**src/rtl/dec_pkg.sv**
```systemverilog
// Shared constants and types for the 5-bit code to 20-bit one-hot receive path.
package dec_pkg;

  localparam int NUM_OUT = 20;
  localparam int CODE_W  = 5;

  typedef logic [CODE_W-1:0]  code_t;
  typedef logic [NUM_OUT-1:0] onehot_t;

  // Codes outside 0..NUM_OUT-1 map to an all-zero word.
  function automatic onehot_t to_onehot(input code_t code);
    onehot_t oh;
    oh = '0;
    if ({1'b0, code} < (CODE_W + 1)'(NUM_OUT)) begin
      oh[code] = 1'b1;
    end
    return oh;
  endfunction

endpackage

```
**src/rtl/dec5to20_strobe_fifo.sv**
```systemverilog
// Small synchronous FIFO holding decoded codes. A push and a pop in the same
// cycle are accepted even when full, because the pop frees the slot first.
module code_fifo
  import dec_pkg::*;
#(
  parameter int WIDTH = CODE_W,
  parameter int DEPTH = 4
) (
  input  logic             clk,
  input  logic             nrst,
  input  logic             push_i,
  input  logic             pop_i,
  input  logic [WIDTH-1:0] din_i,
  output logic             full_o,
  output logic             empty_o,
  output logic [WIDTH-1:0] head_o
);

  localparam int PTR_W = $clog2(DEPTH);
  localparam int CNT_W = PTR_W + 1;

  logic [WIDTH-1:0] mem_q [DEPTH];
  logic [PTR_W-1:0] wr_q, wr_d;
  logic [PTR_W-1:0] rd_q, rd_d;
  logic [CNT_W-1:0] count_q, count_d;
  logic             do_push, do_pop;

  assign full_o  = (count_q == CNT_W'(DEPTH));
  assign empty_o = (count_q == '0);
  assign head_o  = mem_q[rd_q];

  // Next-state for pointers and occupancy; pointers wrap naturally (DEPTH is a power of 2).
  always_comb begin
    do_pop  = pop_i & ~empty_o;
    do_push = push_i & (~full_o | do_pop);
    wr_d    = do_push ? wr_q + PTR_W'(1) : wr_q;
    rd_d    = do_pop  ? rd_q + PTR_W'(1) : rd_q;
    count_d = count_q;
    if (do_push && !do_pop) begin
      count_d = count_q + CNT_W'(1);
    end else if (!do_push && do_pop) begin
      count_d = count_q - CNT_W'(1);
    end
  end

  // Pointer and occupancy registers; reset empties the queue.
  always_ff @(posedge clk) begin
    if (!nrst) begin
      wr_q    <= '0;
      rd_q    <= '0;
      count_q <= '0;
    end else begin
      wr_q    <= wr_d;
      rd_q    <= rd_d;
      count_q <= count_d;
    end
  end

  // Storage array; contents are only meaningful while occupancy covers them.
  always_ff @(posedge clk) begin
    if (do_push) begin
      mem_q[wr_q] <= din_i;
    end
  end

endmodule

```
**src/rtl/dec5to20_strobe.sv**
```systemverilog
// Receive side of the 20-to-5 encoder link: synchronises code+strobe, turns each
// strobe rising edge into one event, range-checks the code, queues valid codes
// and presents the queue head as a one-hot word with valid/ready.
module dec5to20_strobe #(
  parameter int NUM_OUT     = dec_pkg::NUM_OUT,
  parameter int CODE_W      = dec_pkg::CODE_W,
  parameter int SYNC_STAGES = 2,
  parameter int FIFO_DEPTH  = 4,
  parameter int CNT_W       = 8
) (
  input  logic               clk,
  input  logic               nrst,
  input  logic [CODE_W-1:0]  code_in,
  input  logic               strobe_in,
  input  logic               out_ready,
  output logic [NUM_OUT-1:0] onehot_out,
  output logic               out_valid,
  output logic               err_code,
  output logic               overflow,
  output logic [CNT_W-1:0]   event_cnt
);

  // Extra bit so the range check also works when NUM_OUT == 2**CODE_W.
  localparam logic [CODE_W:0]    CODE_LIMIT = (CODE_W + 1)'(NUM_OUT);
  localparam logic [NUM_OUT-1:0] ONEHOT_LSB = NUM_OUT'(1);

  logic [SYNC_STAGES-1:0] strb_sync_q;
  logic [CODE_W-1:0]      code_sync_q [SYNC_STAGES];
  logic                   strb_prev_q;
  logic                   err_q, err_d;
  logic                   ovf_q, ovf_d;
  logic [CNT_W-1:0]       cnt_q, cnt_d;

  logic                   strb_s;
  logic [CODE_W-1:0]      code_s;
  logic                   evt, code_bad, pop, push;
  logic                   fifo_full, fifo_empty;
  logic [CODE_W-1:0]      fifo_head;

  // Code travels through the same number of stages as the strobe so the two stay aligned.
  always_ff @(posedge clk) begin
    if (!nrst) begin
      strb_sync_q <= '0;
      for (int i = 0; i < SYNC_STAGES; i++) begin
        code_sync_q[i] <= '0;
      end
    end else begin
      strb_sync_q    <= {strb_sync_q[SYNC_STAGES-2:0], strobe_in};
      code_sync_q[0] <= code_in;
      for (int i = 1; i < SYNC_STAGES; i++) begin
        code_sync_q[i] <= code_sync_q[i-1];
      end
    end
  end

  assign strb_s = strb_sync_q[SYNC_STAGES-1];
  assign code_s = code_sync_q[SYNC_STAGES-1];

  // Event classification: bad code beats overflow beats push; a same-cycle pop makes room.
  always_comb begin
    evt      = strb_s & ~strb_prev_q;
    code_bad = ({1'b0, code_s} >= CODE_LIMIT);
    pop      = ~fifo_empty & out_ready;
    err_d    = evt & code_bad;
    ovf_d    = evt & ~code_bad & fifo_full & ~pop;
    push     = evt & ~code_bad & (~fifo_full | pop);
    cnt_d    = push ? cnt_q + CNT_W'(1) : cnt_q;
  end

  // Edge-detect history, one-cycle status pulses and the accepted-event counter.
  always_ff @(posedge clk) begin
    if (!nrst) begin
      strb_prev_q <= 1'b0;
      err_q       <= 1'b0;
      ovf_q       <= 1'b0;
      cnt_q       <= '0;
    end else begin
      strb_prev_q <= strb_s;
      err_q       <= err_d;
      ovf_q       <= ovf_d;
      cnt_q       <= cnt_d;
    end
  end

  code_fifo #(
    .WIDTH (CODE_W),
    .DEPTH (FIFO_DEPTH)
  ) u_fifo (
    .clk     (clk),
    .nrst    (nrst),
    .push_i  (push),
    .pop_i   (pop),
    .din_i   (code_s),
    .full_o  (fifo_full),
    .empty_o (fifo_empty),
    .head_o  (fifo_head)
  );

  // Outputs are decoded from registered state only.
  assign out_valid  = ~fifo_empty;
  assign onehot_out = out_valid ? (ONEHOT_LSB << fifo_head) : '0;
  assign err_code   = err_q;
  assign overflow   = ovf_q;
  assign event_cnt  = cnt_q;

endmodule

```
**config.mk**
```make
export PLATFORM = sky130hd
export DESIGN_NAME = dec5to20_strobe
export DESIGN_NICKNAME = d
export VERILOG_FILES = /design/src/rtl/dec_pkg.sv /design/src/rtl/dec5to20_strobe_fifo.sv /design/src/rtl/dec5to20_strobe.sv
export SDC_FILE = /design/constraint.sdc
export NUM_CORES = 1
export LEC_CHECK = 0
export BUFFER_PORTS_ARGS = -buffer_cell sky130_fd_sc_hd__buf_2
export CAP_MARGIN = 20
export CORE_UTILIZATION = 30
export DETAILED_ROUTE_END_ITERATION = 8
export GPL_TIMING_DRIVEN = 0
export REMOVE_ABC_BUFFERS = 1
export SLEW_MARGIN = 10
export SYNTH_ARGS = -nofsm -noshare
export SYNTH_HDL_FRONTEND = slang
export SYNTH_SLANG_ARGS = --single-unit
export TNS_END_PERCENT = 100
```
**constraint.sdc**
```tcl
create_clock -name clk -period 5 [get_ports clk]
set_input_delay 0.5 -clock clk [delete_from_list [all_inputs] [get_ports clk]]
set_output_delay 0.5 -clock clk [all_outputs]
set_load 0.05 [all_outputs]
```
==> metrics.md <==
| Metric | Value |
|---|---|
| Dpl ws | `2.30 ns` |
| Detailed Route Iter0 Violations | `67` |
| RSZ-0062 raised after global routing | `false` |
| # resized after CTS | `0` |
| Core Area | `approximately 7000 sq um` |
| Final hold slack | `0.392 ns` |
| Compound-Gate Fraction of Synth Area | `4.08%` |
| Post-synth EDFFs | `20` |
| Final Cycle Share | `57.0%` |
| CP Data Required Time | `approximately 4.5 ns` |
| Via density | `4.30` |
| Critical Path AT | `2.35 ns` |
| Placed cells | `between 300 and 400` |
| HP Class | `in -> reg` |
| Worst-Margin Slew | `0.699 ns` |
| DP HPWL | `2720 um` |
| Max_cap viols | `0` |
| Met1 Resource Use GR | `14.0%` |
| Vias in the first global route | `1,397` |
| Die X-Extent | `between 80 and 90 um` |
| Pwr Density | `412 nW/um^2` |
| Largest family of logic cells by synthesized area | `simple AND/OR/NAND/NOR gates` |
| Setup Fix Bufs, Post-CTS | `0` |
| Netlist cell types | `39` |
| DP Area | `approximately 2400 sq um` |
| Met2 usage | `between 10% and 20%` |
| Clock slew at reported path FFs | `about 0.1 ns` |
| Ys flop type | `dfxtp_1` |
| Commonest cells after routing, fill and taps aside | `buf_2 (39), dfxtp_1 (32), nor2_1 (26)` |
| Final Hold Fails | `0` |
| CTS tree | `yes` |
| PnR worst setup slack | `2.15 ns` |
| Post-Synthesis Cells | `192` |
| Routed WL per cell | `between 10 and 15 um` |
| Final Max Slew Viols | `0` |
| Met3 usage | `between 2 and 2.5%` |
| Peak supply drop | `around 0.13 mV` |
| GRT overflow | `0` |
| Layout cells sized above 1 | `25.2%` |
| Routed Antenna Nets | `0` |
| Cts bufs inserted | `5` |
| Clock latency on the worst-skew pair | `a little over 0.3 ns` |
| Yosys warning count | `0` |
| Clk root buf | `clkbuf_8` |
| Buffers on Ports | `39` |
| Busiest layer in global routing | `met2` |
| Status | `finished clean` |
| Drt total wl | `3690 um` |
| Largest net degree at the start of global routing | `18` |
| Area grow syn2layout | `18.7%` |
| Cell row count | `30` |
| Post-Synth XOR/XNOR Area | `under 10%` |
| Adder-Cell Fraction of Synth Area | `4.43%` |
| TNS Setup | `0 ns` |
| Minimum clock period | `2.85 ns` |
| I/O pin cnt | `40` |
| Most common cell after layout, fill and taps aside | `buf_2` |
| Die span in y | `86.6 um` |
| CTS Buffer Depth | `2` |
| Post-CTS Hold Fix Bufs | `0` |
| Synth Area in Simple Gates | `21.4%` |
| Leak pwr | `1.00 nW` |
| Fmax | `around 350 MHz` |
| Post-synthesis sequential area ratio | `57.8%` |
| Final Wtd Congestion | `just over 0.7` |
| Setup crit start kind | `register` |
| GR Util All Layers | `11.0%` |
| Syn Area/Cell | `11.2 sq um` |
| Clk_skew | `roughly 0.016 ns` |
| Ant. Diodes | `0` |
| Post-synthesis mux area share | `6.29%` |
| Post-layout util | `37.1%` |
| Total power | `1.05 mW` |
| Initial antenna violation count | `0` |
| Nets | `249` |
| DR pass1 iterations | `4` |
| Post-Syn Area | `2150 sq um` |
| Crit end category | `output port` |
| # DRC | `0` |
| Routed vias | `~1,400` |
| Final setup vio count | `0` |
| Sink Count | `52` |
| CP Max Fanout | `9` |
| Fin cells | `330` |
| Fin area | `about 2500 sq um` |
| Depth of the CTS H-tree | `2` |
| Kind of critical path | `reg -> out` |
| Yosys reg bits | `52` |
| Max-slew headroom | `53.2%` |
| Initial Util | `31.3%` |
| First-pass GRT wire length | `about 6500 um` |
| Synth async-reset ratio | `0%` |
| Die Area | `about 7500 sq um` |
==> critical path, stage by stage, from the launching register on <==
cell and delay (ns):
dfxtp_1 0.54, mux4_1 0.74, or3_4 0.40, nor2_2 0.10
buf_2 0.27
==> power by group <==
group          switching (mW)  internal [mW]
combinational           0.175         0.0833
sequential             0.0273          0.465
clock                   0.135          0.164
total                   0.338          0.712
==> per-layer routing <==
metal,vias up,part of all wire [%]
met5,-,0
met4,0,1.8
met3,7,4.2
met2,37,46
met1,633,48
li1,742,-
==> registers in the layout (all words and copies together), names as in the netlist, 2 cells and up, named ones only <==
signal,cells
u_fifo.mem_q,20
code_sync_q,10
event_cnt,8
u_fifo.count_q,3
strb_sync_q,2
u_fifo.rd_q,2
u_fifo.wr_q,2
==> final cells by class <==
class,count,area (sq um)
flip-flops and latches,52,1240
multi-input cells,126,838
clock buffers,6,82.6
clock inverters,2,38.8
well taps,96,120
fillers,711,4320
inverters,9,33.8
repair buffers,39,195
==> logic make-up after synthesis <==
kind of cell / Yosys count
muxes: 9
AOI/OAI and AO/OA: 16
xor gates and xnor gates: 7
buffers and inverters: 14
and+or+nand+nor: 87
DFF: 52
adders and majority gates: 7
==> synthesized netlist by cell type (all sizes together) (4+ instances only) <==
library cell / count / area [sq um]
a21oi: 7 / 35.0
and2: 17 / 106
dfxtp: 32 / 641
edfxtp: 20 / 601
ha: 6 / 75.1
inv: 9 / 33.8
nand2: 12 / 45.0
nand3: 5 / 30.0
nor2: 28 / 110
nor3: 6 / 30.0
o21ai: 5 / 25.0
or3: 4 / 30.0
xor2: 4 / 35.0
==> final timing paths <==
path | start | endpoint | slack, ns | depth (start not counted)
worst max-delay path | register | onehot_out[0] | 2.15 | 4
worst min-delay path | strobe_in | strb_sync_q[0]$_SDFF_PN0_ | 0.39 | 2
worst max register to register | u_fifo.count_q[0]$_SDFFE_PN0P_ | u_fifo.count_q[2]$_SDFFE_PN0P_ | 2.49 | 9
worst min register to register | code_sync_q[0][0]$_SDFF_PN0_ | code_sync_q[0][5]$_SDFF_PN0_ | 0.43 | 1
Power figures use the tool's default switching activity.
